**config.mk**
```make
export PLATFORM = sky130hd
export DESIGN_NAME = program_loader
export DESIGN_NICKNAME = d
export VERILOG_FILES = /design/src/rtl/program_loader.sv
export SDC_FILE = /design/constraint.sdc
export NUM_CORES = 1
export LEC_CHECK = 0
export ABC_AREA = 1
export BUFFER_PORTS_ARGS = -buffer_cell sky130_fd_sc_hd__buf_2
export CAP_MARGIN = 5
export CORE_MARGIN = 5
export CORE_UTILIZATION = 55
export CTS_CLUSTER_SIZE = 12
export DETAILED_ROUTE_END_ITERATION = 12
export GPL_TIMING_DRIVEN = 0
export PLACE_DENSITY = 0.92
export SYNTH_ARGS = -nofsm -noshare
export SYNTH_HDL_FRONTEND = slang
export SYNTH_SLANG_ARGS = --single-unit
```
**constraint.sdc**
```tcl
create_clock -name clock -period 4 [get_ports clock]
set_input_delay 0.6 -clock clock [delete_from_list [all_inputs] [get_ports clock]]
set_output_delay 0.6 -clock clock [all_outputs]
set_load 0.05 [all_outputs]
```
**src/rtl/program_loader.sv**
```systemverilog
// Bus-mastering program loader: streams bytes into memory through the shared bus with
// address-latch / write-strobe cycles while the CPU is halted. Read-back check via LOADER_VERIFY_EN.
module program_loader #(
  parameter int unsigned ADDR_W = 4,
  parameter int unsigned DATA_W = 8
) (
  input  logic              clock,
  input  logic              reset,
  input  logic              start,
  input  logic [ADDR_W-1:0] base_addr,
  input  logic [ADDR_W:0]   length,
  input  logic [DATA_W-1:0] in_data,
  input  logic              in_valid,
  output logic              in_ready,
  input  logic              cpu_idle,
  output logic              cpu_halt,
  output logic [DATA_W-1:0] bus_data,
  output logic              bus_drive,
  input  logic [DATA_W-1:0] bus_in,
  output logic              mem_write_addr,
  output logic              mem_write,
  output logic              mem_read,
  output logic              busy,
  output logic              done,
  output logic              verify_error
);

  localparam int unsigned CNT_W = ADDR_W + 1;

  typedef enum logic [2:0] {
    S_IDLE, S_HALT_WAIT, S_WAIT_BYTE, S_ADDR, S_DATA, S_DONE
`ifdef LOADER_VERIFY_EN
    , S_VERIFY
`endif
  } state_t;

  state_t            state, state_nxt;
  logic [ADDR_W-1:0] base_q, base_nxt;
  logic [CNT_W-1:0]  len_q, len_nxt;
  logic [CNT_W-1:0]  idx_q, idx_nxt;
  logic [DATA_W-1:0] byte_q, byte_nxt;
  logic              clear_err;

  logic              in_ready_nxt, cpu_halt_nxt, bus_drive_nxt, busy_nxt, done_nxt;
  logic              mem_write_addr_nxt, mem_write_nxt, mem_read_nxt;
  logic [DATA_W-1:0] bus_data_nxt;
  logic [ADDR_W-1:0] addr_nxt;

  always_ff @(posedge clock or posedge reset) begin
    if (reset) begin
      state  <= S_IDLE;
      base_q <= '0;
      len_q  <= '0;
      idx_q  <= '0;
      byte_q <= '0;
    end else begin
      state  <= state_nxt;
      base_q <= base_nxt;
      len_q  <= len_nxt;
      idx_q  <= idx_nxt;
      byte_q <= byte_nxt;
    end
  end

  // Next state, then outputs decoded from the next state so they register in step with it
  always_comb begin
    state_nxt          = state;
    base_nxt           = base_q;
    len_nxt            = len_q;
    idx_nxt            = idx_q;
    byte_nxt           = byte_q;
    clear_err          = 1'b0;
    in_ready_nxt       = 1'b0;
    cpu_halt_nxt       = 1'b0;
    bus_drive_nxt      = 1'b0;
    bus_data_nxt       = '0;
    mem_write_addr_nxt = 1'b0;
    mem_write_nxt      = 1'b0;
    mem_read_nxt       = 1'b0;
    done_nxt           = 1'b0;

    case (state)
      S_IDLE: begin
        if (start) begin
          clear_err = 1'b1;
          if (length != '0) begin
            base_nxt  = base_addr;
            len_nxt   = length;
            idx_nxt   = '0;
            state_nxt = S_HALT_WAIT;
          end else begin
            state_nxt = S_DONE;
          end
        end
      end
      S_HALT_WAIT: if (cpu_idle) state_nxt = S_WAIT_BYTE;
      S_WAIT_BYTE: begin
        if (in_valid) begin
          byte_nxt  = in_data;
          state_nxt = S_ADDR;
        end
      end
      S_ADDR: state_nxt = S_DATA;
      S_DATA: begin
        idx_nxt = idx_q + CNT_W'(1);
`ifdef LOADER_VERIFY_EN
        state_nxt = S_VERIFY;
`else
        state_nxt = (idx_nxt == len_q) ? S_DONE : S_WAIT_BYTE;
`endif
      end
`ifdef LOADER_VERIFY_EN
      S_VERIFY: state_nxt = (idx_q == len_q) ? S_DONE : S_WAIT_BYTE;
`endif
      S_DONE: state_nxt = S_IDLE;
      default: state_nxt = S_IDLE;
    endcase

    addr_nxt = ADDR_W'(base_nxt + idx_nxt[ADDR_W-1:0]);
    busy_nxt = (state_nxt != S_IDLE);

    case (state_nxt)
      S_HALT_WAIT: cpu_halt_nxt = 1'b1;
      S_WAIT_BYTE: begin
        cpu_halt_nxt = 1'b1;
        in_ready_nxt = 1'b1;
      end
      S_ADDR: begin
        cpu_halt_nxt       = 1'b1;
        bus_drive_nxt      = 1'b1;
        bus_data_nxt       = DATA_W'(addr_nxt);
        mem_write_addr_nxt = 1'b1;
      end
      S_DATA: begin
        cpu_halt_nxt  = 1'b1;
        bus_drive_nxt = 1'b1;
        bus_data_nxt  = byte_nxt;
        mem_write_nxt = 1'b1;
      end
`ifdef LOADER_VERIFY_EN
      S_VERIFY: begin
        cpu_halt_nxt = 1'b1;
        mem_read_nxt = 1'b1;
      end
`endif
      S_DONE: done_nxt = 1'b1;
      default: ;
    endcase
  end

  always_ff @(posedge clock or posedge reset) begin
    if (reset) begin
      in_ready       <= 1'b0;
      cpu_halt       <= 1'b0;
      bus_data       <= '0;
      bus_drive      <= 1'b0;
      mem_write_addr <= 1'b0;
      mem_write      <= 1'b0;
      mem_read       <= 1'b0;
      busy           <= 1'b0;
      done           <= 1'b0;
    end else begin
      in_ready       <= in_ready_nxt;
      cpu_halt       <= cpu_halt_nxt;
      bus_data       <= bus_data_nxt;
      bus_drive      <= bus_drive_nxt;
      mem_write_addr <= mem_write_addr_nxt;
      mem_write      <= mem_write_nxt;
      mem_read       <= mem_read_nxt;
      busy           <= busy_nxt;
      done           <= done_nxt;
    end
  end

`ifdef LOADER_VERIFY_EN
  // Sticky read-back mismatch; bus_in is sampled at the edge that ends VERIFY
  always_ff @(posedge clock or posedge reset) begin
    if (reset) begin
      verify_error <= 1'b0;
    end else if (clear_err) begin
      verify_error <= 1'b0;
    end else if (state == S_VERIFY && bus_in != byte_q) begin
      verify_error <= 1'b1;
    end
  end
`else
  logic unused_inputs;
  assign unused_inputs = ^{bus_in, clear_err};
  assign verify_error  = 1'b0;
`endif

endmodule
```
# Word level (Yosys, flattened, before mapping)
# Index checks and enable logic that the tools add are counted.
dict set report totals {
  input_bits 30
  output_inout_bits 17
  ff_bits 40
  wordCells 57
}
dict set report classes {
  eq_ne 12
  mux 21
  add_sub_neg 2
  n_reduce_logical 8
}
# cell count
set ops {}
lappend ops {{two-way mux 8 bit} 2}
lappend ops {{case mux 8 bit (2 select lines)} 1}
lappend ops {{two-way mux 3 bit} 5}
lappend ops {{case mux 3 bit (5 select lines)} 1}
lappend ops {{equality test 3 x 2 -> 1 bit (second input constant)} 4}
lappend ops {{two-way mux 4 bit} 3}
lappend ops {{two-way mux 5 bit} 2}
lappend ops {{case mux 5 bit (2 select lines)} 1}
lappend ops {{equality test 3 bit (second input constant)} 3}
lappend ops {{equality test 3 x 1 -> 1 bit (second input constant)} 2}
lappend ops {{two-way mux 1 bit} 6}
lappend ops {{AND reduction 3 bit} 2}
lappend ops {{adder 5 x 1 -> 5 bit (second input constant)} 1}
lappend ops {{equality test 5 bit} 1}
lappend ops {{nonzero test 5 bit} 1}
lappend ops {{adder 4 bit} 1}
lappend ops {{inequality test 2 bit (second input constant)} 2}
lappend ops {{OR reduction 4 bit} 1}
lappend ops {{logical NOT 3 bit} 1}
lappend ops {{nonzero test 3 bit} 1}
lappend ops {{nonzero test 2 bit} 1}
lappend ops {{OR reduction 2 bit} 1}

# Logic depth before layout (Yosys ltp)
# Gate-level depths: netlist of the first run.
dict set report depth {
  word_depth 7
  ltp_mapped 18
  ltp_nobuf 17
}

# Least setup slack after synthesis of the first run
# Ideal clock, no wire load.
dict set report synth_path {
  kind {input port to flip-flop}
  start {input port length[1]}
  end {register bus_data[3]}
  stages 14
  arrival_ns 2.295
  setup_slack_ns 1.588
  path_buffers 1
  setup_time_ns 0.117
  cell_sequence {nor2_1 -> nand4_1 -> nand2_2 -> inv_2 -> buf_2 -> or2_1 -> o21ai_1 -> inv_2 -> ha_1 -> a31oi_1 -> nand3_1 -> a21o_1 -> nand3_1 -> nand2_1}
}
dict set report synth_between {
  elab_chain_cells 6
  word_cells_on_any_way 14
  classes_between {add/sub: 1; eq/ne: 2; mux: 10; reduce/logical: 1}
}
# item line
set synth_lines {}
lappend synth_lines {{start, declared} 11} ;# input logic [ADDR_W:0] length,
lappend synth_lines {{nonzero test 5 bit} 86} ;# if (length != '0) begin
lappend synth_lines {{two-way mux 4 bit} 86}
lappend synth_lines {{two-way mux 4 bit} 84} ;# if (start) begin
lappend synth_lines {{two-way mux 4 bit} 82} ;# case (state)
lappend synth_lines {{via base_nxt[1]} 38} ;# logic [ADDR_W-1:0] base_q, base_nxt;
lappend synth_lines {{adder 4 bit} 119} ;# addr_nxt = ADDR_W'(base_nxt + idx_nxt[ADDR_W-1:0]);
lappend synth_lines {{case mux 8 bit (2 select lines)} 122} ;# case (state_nxt)
lappend synth_lines {{via bus_data_nxt[3]} 46} ;# logic [DATA_W-1:0] bus_data_nxt;
lappend synth_lines {{end signal, assigned} 165} ;# bus_data <= bus_data_nxt;
lappend synth_lines {{end, declared} 17} ;# output logic [DATA_W-1:0] bus_data,
# The timed path passes the listed nets, and every way through them passes these cells. The select of a mux whose other input is x is not followed.
# A chain may end at the register's enable or synchronous reset.

# Worst setup path after layout of the first run
dict set report layout_path {
  start {register state[1]}
  end {register bus_data[3]}
}
dict set report layout_between {
  elab_chain_cells 4
  word_cells_on_any_way 16
  classes_between {add/sub: 1; eq/ne: 6; mux: 8; reduce/logical: 1}
}
# item line
set layout_lines {}
lappend layout_lines {{start, declared} 37} ;# state_t state, state_nxt;
lappend layout_lines {{start signal, assigned} 57} ;# state <= state_nxt;
lappend layout_lines {{equality test 3 bit / logical NOT 3 bit (equally long branches)} 82}
lappend layout_lines {{case mux 5 bit (2 select lines) (*)} 82}
lappend layout_lines {{via idx_nxt[2]} 40} ;# logic [CNT_W-1:0] idx_q, idx_nxt;
lappend layout_lines {{adder 4 bit (*)} 119}
lappend layout_lines {{case mux 8 bit (2 select lines) (*)} 122}
lappend layout_lines {{via bus_data_nxt[3]} 46}
# Mark *: on every way through the listed nets, which the timed path passes. The rest lies on a longest branch.

==> results.sh, run 1 <==
export IMPL_post_cts_buffers=0
export IMPL_swShare_pct=45.9
export IMPL_pwr_share_comb_pct=47.6
export IMPL_drc=0
export IMPL_htree_levels=2
export IMPL_maxSlewViolCount=0
export IMPL_drt_first_pass_iters=4
export IMPL_crit_type="register to register"
export IMPL_worst_r2r_path_depth=13
export IMPL_multi_input_area_um2=716
export IMPL_status="complete, no violations"
export IMPL_core_area_um2=3340
export IMPL_cts_tree="yes"
export IMPL_clkLatencyLatePin_ps=350
export IMPL_cpMaxStageDelayCell="dfrtp_1"
export IMPL_hpwl_um=2840
export IMPL_mostFrequentLayoutCell="nand2_1"
export IMPL_grt_max_degree=41
export IMPL_critPathMaxStageDelay_ps=470
export IMPL_syn_avg_cell_area_um2=8.62
export IMPL_die_w_um=68.7
export IMPL_layout_min_cycle_time_ps=2590
export IMPL_yosysWarnings=0
export IMPL_fin_nets=299
export IMPL_drive_gt1_share_pct=27.2
export IMPL_power_leakage_nw=1.27
export IMPL_power_frac_clock_pct=16.1
export IMPL_ctsResizeCount=0
export IMPL_antenna_found_initial=0
export IMPL_clk_pin_slew_ps=130
export IMPL_wl_um=3900
export IMPL_worstPathCellList="nor2_2, nand2_1, inv_8, nor2_1, a211oi_1, ha_1, nand2_1, nand2_1, a31oi_1, nand3_1, a21o_1, nand3_1, nand2_1"
export IMPL_die_area_um2=4720
export IMPL_start_util_pct=56.8
export IMPL_wl_per_cell_um=12.5
export IMPL_crit_path_end_kind="register"
export IMPL_p_sw_mw=0.800
export IMPL_seqPwrFrac_pct=36.4
export IMPL_total_power_mw=1.74
export IMPL_hold_class="primary input to asynchronous set/reset pin"
export IMPL_dr_first_iter_drc_count=84
export IMPL_start_kind="register"
export IMPL_setup_viol=0
export IMPL_grt_total_usage_pct=18.9
export IMPL_required_ps=4250
export IMPL_final_antenna_net_count=0
export IMPL_arrival_ps=2850
export IMPL_area_delta_synth_final_pct=17.2
export IMPL_cap_viol_max_count=0
export IMPL_synthCells=220
export IMPL_maxSlewHeadroom_pct=47.8
export IMPL_report_final_hold_viol_count=0
export IMPL_crit_fanout=7
export IMPL_vias=1560
export IMPL_clock_skew_ps=9.24
export IMPL_std_cell_rows=21
export IMPL_clock_fmax_ghz=0.386
export IMPL_n_antenna_cell=0
export IMPL_cts_root_buf="clkbuf_4"
export IMPL_synth_cell_types=34
export IMPL_post_route_period_util_pct=64.8
export IMPL_grt_pass1_vias=1582
export IMPL_overflow=0
export IMPL_worstMarginPinSlew_ps=782
export IMPL_grt_first_pass_wirelength_um=6520
export IMPL_synth_seq_area_share_pct=52.8
export IMPL_register_area_um2=1000
export IMPL_clockBufferDepth=2
export IMPL_cts_hold_fix_buffers=0
export IMPL_n_fill_cell=268
export IMPL_io_buffers=36
export IMPL_mostFrequentLayoutCells="71 x nand2_1, 40 x dfrtp_1, 38 x buf_2, 29 x inv_1, 11 x o21ai_0"
export IMPL_num_io_pins=47
export IMPL_die_y_um=68.7
export IMPL_clock_sink_count=40
export IMPL_fin_tns_setup_ps=0
export IMPL_via_per_inst=5.02
export IMPL_crit_top_cell="nand2_1"
export IMPL_ir_drop_v=0.000419
export IMPL_gpl_final_weighted_congestion=0.825
export IMPL_cts_buffers=5
export IMPL_power_density_nw_per_um2=786
export IMPL_netlist_area_um2=1900
export IMPL_ys_ff_latch=40
export IMPL_rsz0062_at_grt="false"
export IMPL_intPower_mw=0.944
export IMPL_worst_hold_slack_ps=388
[cells by family after synthesis]
group                      Yosys count  share of synthesized area, %
DFF                                 40                          52.8
buffers and inverters               42                          9.64
xor gates and xnor gates             1                         0.462
other                                1                         0.198
AOI/OAI and AO/OA                   20                          6.07
adders and majority gates            5                          3.70
and+or+nand+nor                    111                          27.1
[cells in the mapped netlist (all sizes together)]
library cell | number | share of area, %
nand2 | 79 | 17
dfrtp | 40 | 53
inv | 35 | 7.3
o21ai | 13 | 3.6
nor2 | 12 | 3.6
nand3 | 11 | 3.2
buf | 5 | 1.9
nand4 | 5 | 2.0
ha | 4 | 2.6
a21oi | 2 | 0.53
clkbuf | 2 | 0.40
nor3 | 2 | 0.53
or2 | 2 | 0.66
a211oi | 1 | 0.40
a21o | 1 | 0.40
a22o | 1 | 0.46
a31oi | 1 | 0.33
conb | 1 | 0.20
fa | 1 | 1.1
o22ai | 1 | 0.33
xor2 | 1 | 0.46
[critical path, delay by kind of cell, from the launching register on]
family          cells  cell delay [ps]
fa+ha+maj           1              330
buf+inv             1              150
simple gates        8              840
flops               1              470
compound gates      3              710
[flip-flops by register name, indices dropped and copies added (netlist names)]
signal          count
bus_drive           1
len_q               5
base_q              4
busy                1
mem_write_addr      1
bus_data            8
done                1
idx_q               5
byte_q              8
in_ready            1
mem_write           1
state               3
cpu_halt            1
[path summary, 6_finish.rpt]
kind,from,endpoint,slack [ps]
min in group clock,in_data[7],byte_q[7]$_DFF_PP0_,450
max in group asynchronous,reset,len_q[2]$_DFFE_PP0P_,3120
hold / removal,reset,idx_q[4]$_DFFE_PP0P_,390
setup / recovery,state[1]$_DFF_PP0_,bus_data[3]$_DFF_PP0_,1410
setup reg to reg,state[1]$_DFF_PP0_,bus_data[3]$_DFF_PP0_,1410
hold reg to reg,byte_q[6]$_DFF_PP0_,byte_q[6]$_DFF_PP0_,490
[layout make-up]
| class | instances | area share, % |
|---|---|---|
| buffer | 7 | 1.97 |
| timing repair buffer | 36 | 8.11 |
| inverter | 35 | 6.25 |
| sequential | 40 | 45.1 |
| clock inverter | 3 | 2.08 |
| tap | 46 | 2.59 |
| clock buffer | 5 | 1.69 |
| multi-input combinational | 139 | 32.2 |
[per-layer routing]
layer,vias to the layer above,wire length (um),global-route usage [%]
met2,52,2000,32.9
met4,0,85,7.79
met5,-,0,0
met3,11,214,6.00
li1,763,-,-
met1,734,1600,21.3
[power by group through the flow]
| stage | clock, mW | combinational (mW) | sequential (mW) |
|---|---|---|---|
| global route | 0.300 | 0.916 | 0.650 |
| detailed placement | 0 | 0.821 | 0.637 |
| finish | 0.280 | 0.830 | 0.634 |
| floorplan | 0 | 0.493 | 0.783 |
| global placement | 0 | 0.788 | 0.630 |
| CTS | 0.279 | 0.832 | 0.633 |
[stage by stage]
stage	setup slack (ps)	area, um^2	std cells	utilization, %
after floorplan	1590	1900	221	-
after global placement	1190	2140	303	64.0
after detailed placement	1070	2140	303	64.0
after CTS	1390	2220	311	66.6
after global routing	1190	2220	311	66.6
final	1410	2220	311	66.6
(Power assumes the default switching activity.)
==> run 2, diff against run 1 <==
--- a/config.mk
+++ b/config.mk
@@ -9,11 +9,11 @@
 export BUFFER_PORTS_ARGS = -buffer_cell sky130_fd_sc_hd__buf_2
 export CAP_MARGIN = 5
 export CORE_MARGIN = 5
-export CORE_UTILIZATION = 55
+export CORE_UTILIZATION = 47
 export CTS_CLUSTER_SIZE = 12
 export DETAILED_ROUTE_END_ITERATION = 12
 export GPL_TIMING_DRIVEN = 0
-export PLACE_DENSITY = 0.92
+export PLACE_DENSITY = 0.85
 export SYNTH_ARGS = -nofsm -noshare
 export SYNTH_HDL_FRONTEND = slang
 export SYNTH_SLANG_ARGS = --single-unit
==> constraint.sdc (replaced) <==
create_clock -name clock -period 2.1 [get_ports clock]
set_input_delay 0.315 -clock clock [delete_from_list [all_inputs] [get_ports clock]]
set_output_delay 0.315 -clock clock [all_outputs]
set_load 0.05 [all_outputs]
==> run 2 against run 1 <==
Cell area rose by 14%. The run now ends with negative setup slack left. Critical endpoint unchanged. Worst hold slack worse by 220 ps. Cell count grew 7.4%. Maximum frequency up 15%. Wire length rose by 19%. Sequential cell count unchanged. Count of clock-buffer cells in the layout stayed put.
==> results.sh, run 2 (synthesis gave the netlist of run 1 again) <==
export IMPL_crit_type="register to register"
export IMPL_std_cell_rows=23
export IMPL_crit_path_end_kind="register"
export IMPL_power_density_nw_per_um2=1580
export IMPL_drc=0
export IMPL_via_per_inst=4.87
export IMPL_drive_gt1_share_pct=39.4
export IMPL_mostFrequentLayoutCells="63 x nand2_1, 39 x dfrtp_1, 37 x buf_2, 29 x inv_1, 21 x buf_4"
export IMPL_start_util_pct=48.1
export IMPL_fin_cells=334
export IMPL_report_final_hold_viol_count=0
export IMPL_place_area_um2=2170
export IMPL_violations="negative setup slack"
export IMPL_area_delta_synth_final_pct=34.1
export IMPL_setup_viol=3
export IMPL_dp_cells=307
export IMPL_clk_pin_slew_ps=80
export IMPL_power_leakage_nw=1.41
export IMPL_clockBufferDepth=2
export IMPL_fin_nets=318
export IMPL_grt_max_degree=41
export IMPL_cts_root_buf="clkbuf_8"
export IMPL_overflow=0
export IMPL_fin_area_um2=2540
export IMPL_wl_um=4630
export IMPL_reg_top3="bus_data (8), byte_q (8)"
export IMPL_vias=1628
export IMPL_cts_buffers=5
export IMPL_startpoint="state[0]$_DFF_PP0_"
export IMPL_grt_pass1_vias=1638
export IMPL_hpwl_um=2930
export IMPL_required_ps=2280
export IMPL_cts_tree="yes"
export IMPL_die_area_um2=5400
export IMPL_antenna_found_initial=0
export IMPL_setup_slack_ps=-159
export IMPL_ir_drop_v=0.000995
export IMPL_cts_hold_fix_buffers=0
export IMPL_dr_first_iter_drc_count=72
export IMPL_clkLatencyLatePin_ps=300
export IMPL_core_area_um2=3940
export IMPL_wl_per_cell_um=13.9
export IMPL_htree_levels=2
export IMPL_grt_first_pass_wirelength_um=7330
export IMPL_die_w_um=73.5
export IMPL_crit_fanout=8
export IMPL_cap_viol_max_count=0
export IMPL_clock_fmax_ghz=0.443
export IMPL_worst_hold_slack_ps=169
export IMPL_num_io_pins=47
export IMPL_maxSlewHeadroom_pct=45.9
export IMPL_hold_class="primary input to asynchronous set/reset pin"
export IMPL_gpl_final_weighted_congestion=0.807
export IMPL_start_kind="register"
export IMPL_status="complete, but fails checks"
export IMPL_rsz0062_at_grt="true"
export IMPL_clock_sink_count=40
export IMPL_mostFrequentLayoutCell="nand2_1"
export IMPL_n_fill_cell=284
export IMPL_n_antenna_cell=0
export IMPL_clock_skew_ps=4.86
export IMPL_layout_min_cycle_time_ps=2260
export IMPL_die_y_um=73.5
export IMPL_arrival_ps=2440
export IMPL_rr_startpoint="state[0]$_DFF_PP0_"
export IMPL_worstMarginPinSlew_ps=810
export IMPL_drt_first_pass_iters=4
export IMPL_io_buffers=36
export IMPL_maxSlewViolCount=0
export IMPL_grt_total_usage_pct=17.9
export IMPL_post_route_period_util_pct=108
export IMPL_final_antenna_net_count=0
## run 2: changes by cell type in the layout (fill, tap and decap cells not counted), sizes merged
cell / change
buf: +19
clkinv: +1
inv: -1
## run 2: layout make-up
| type | count | area [um^2] | share of cell area (%) |
|---|---|---|---|
| plain buffers | 7 | 53.8 | 2.12 |
| clock buffers | 5 | 68.8 | 2.71 |
| clock inverters | 3 | 42.5 | 1.67 |
| inverters | 35 | 139 | 5.46 |
| multi-input cells | 139 | 851 | 33.5 |
| flip-flops and latches | 40 | 1000 | 39.4 |
| well taps | 50 | 62.6 | 2.46 |
| repair buffers | 55 | 323 | 12.7 |
## run 2: critical path: stages, from the launching register on
cell and delay (ps):
dfrtp_1 410, nor2_4 160, nand2_2 80, nor2_2 150
nand2_2 100, inv_2 80, buf_6 130, or2_4 130
o21ai_4 50, inv_2 70, ha_4 200, a31oi_4 170
nand3_2 90, a21o_1 180, nand3_1 60, nand2_1 70
## run 2: metrics by stage
stage          utilization (%)  power, mW  worst slack, ps  setup TNS, ps
6_report                  64.5       4.03             -159           -359
5_1_grt                   64.5       4.31             -319           -793
4_1_cts                   61.2       3.71             -134           -187
3_5_place_dp              55.2       2.86             -411           -823
3_3_place_gp              55.2       2.77             -322           -635
2_1_floorplan                -       2.48             7.77              0
## run 2: power by group
part / switching (mW) / internal [mW]
combinational: 1.33 / 0.852
clock: 0.283 / 0.352
sequential: 0.153 / 1.06
## run 2: final timing paths
check	cells after the start	endpoint	slack (ps)
max reg2reg	15	bus_data[3]$_DFF_PP0_	-160
max	15	bus_data[3]$_DFF_PP0_	-160
min reg2reg	2	byte_q[4]$_DFF_PP0_	480
min	2	state[2]$_DFF_PP0_	170
min in group clock	3	byte_q[7]$_DFF_PP0_	230
max in group asynchronous	2	idx_q[0]$_DFF_PP0_	1380
## run 2: what timing repair did
item,4_1_cts,5_1_grt
setup endpoints to repair,3,3
pin swaps,6,13
gates resized for setup,13,14
setup buffers,11,8
## run 2: layer usage
layer  vias up  global-route usage, %  routed length (um)
li1        799                      -                   -
met1       741                   19.8                1760
met2        61                   31.2                2350
met3        27                   4.79                 266
met4         0                   9.46                 250
met5         -                      0                   0
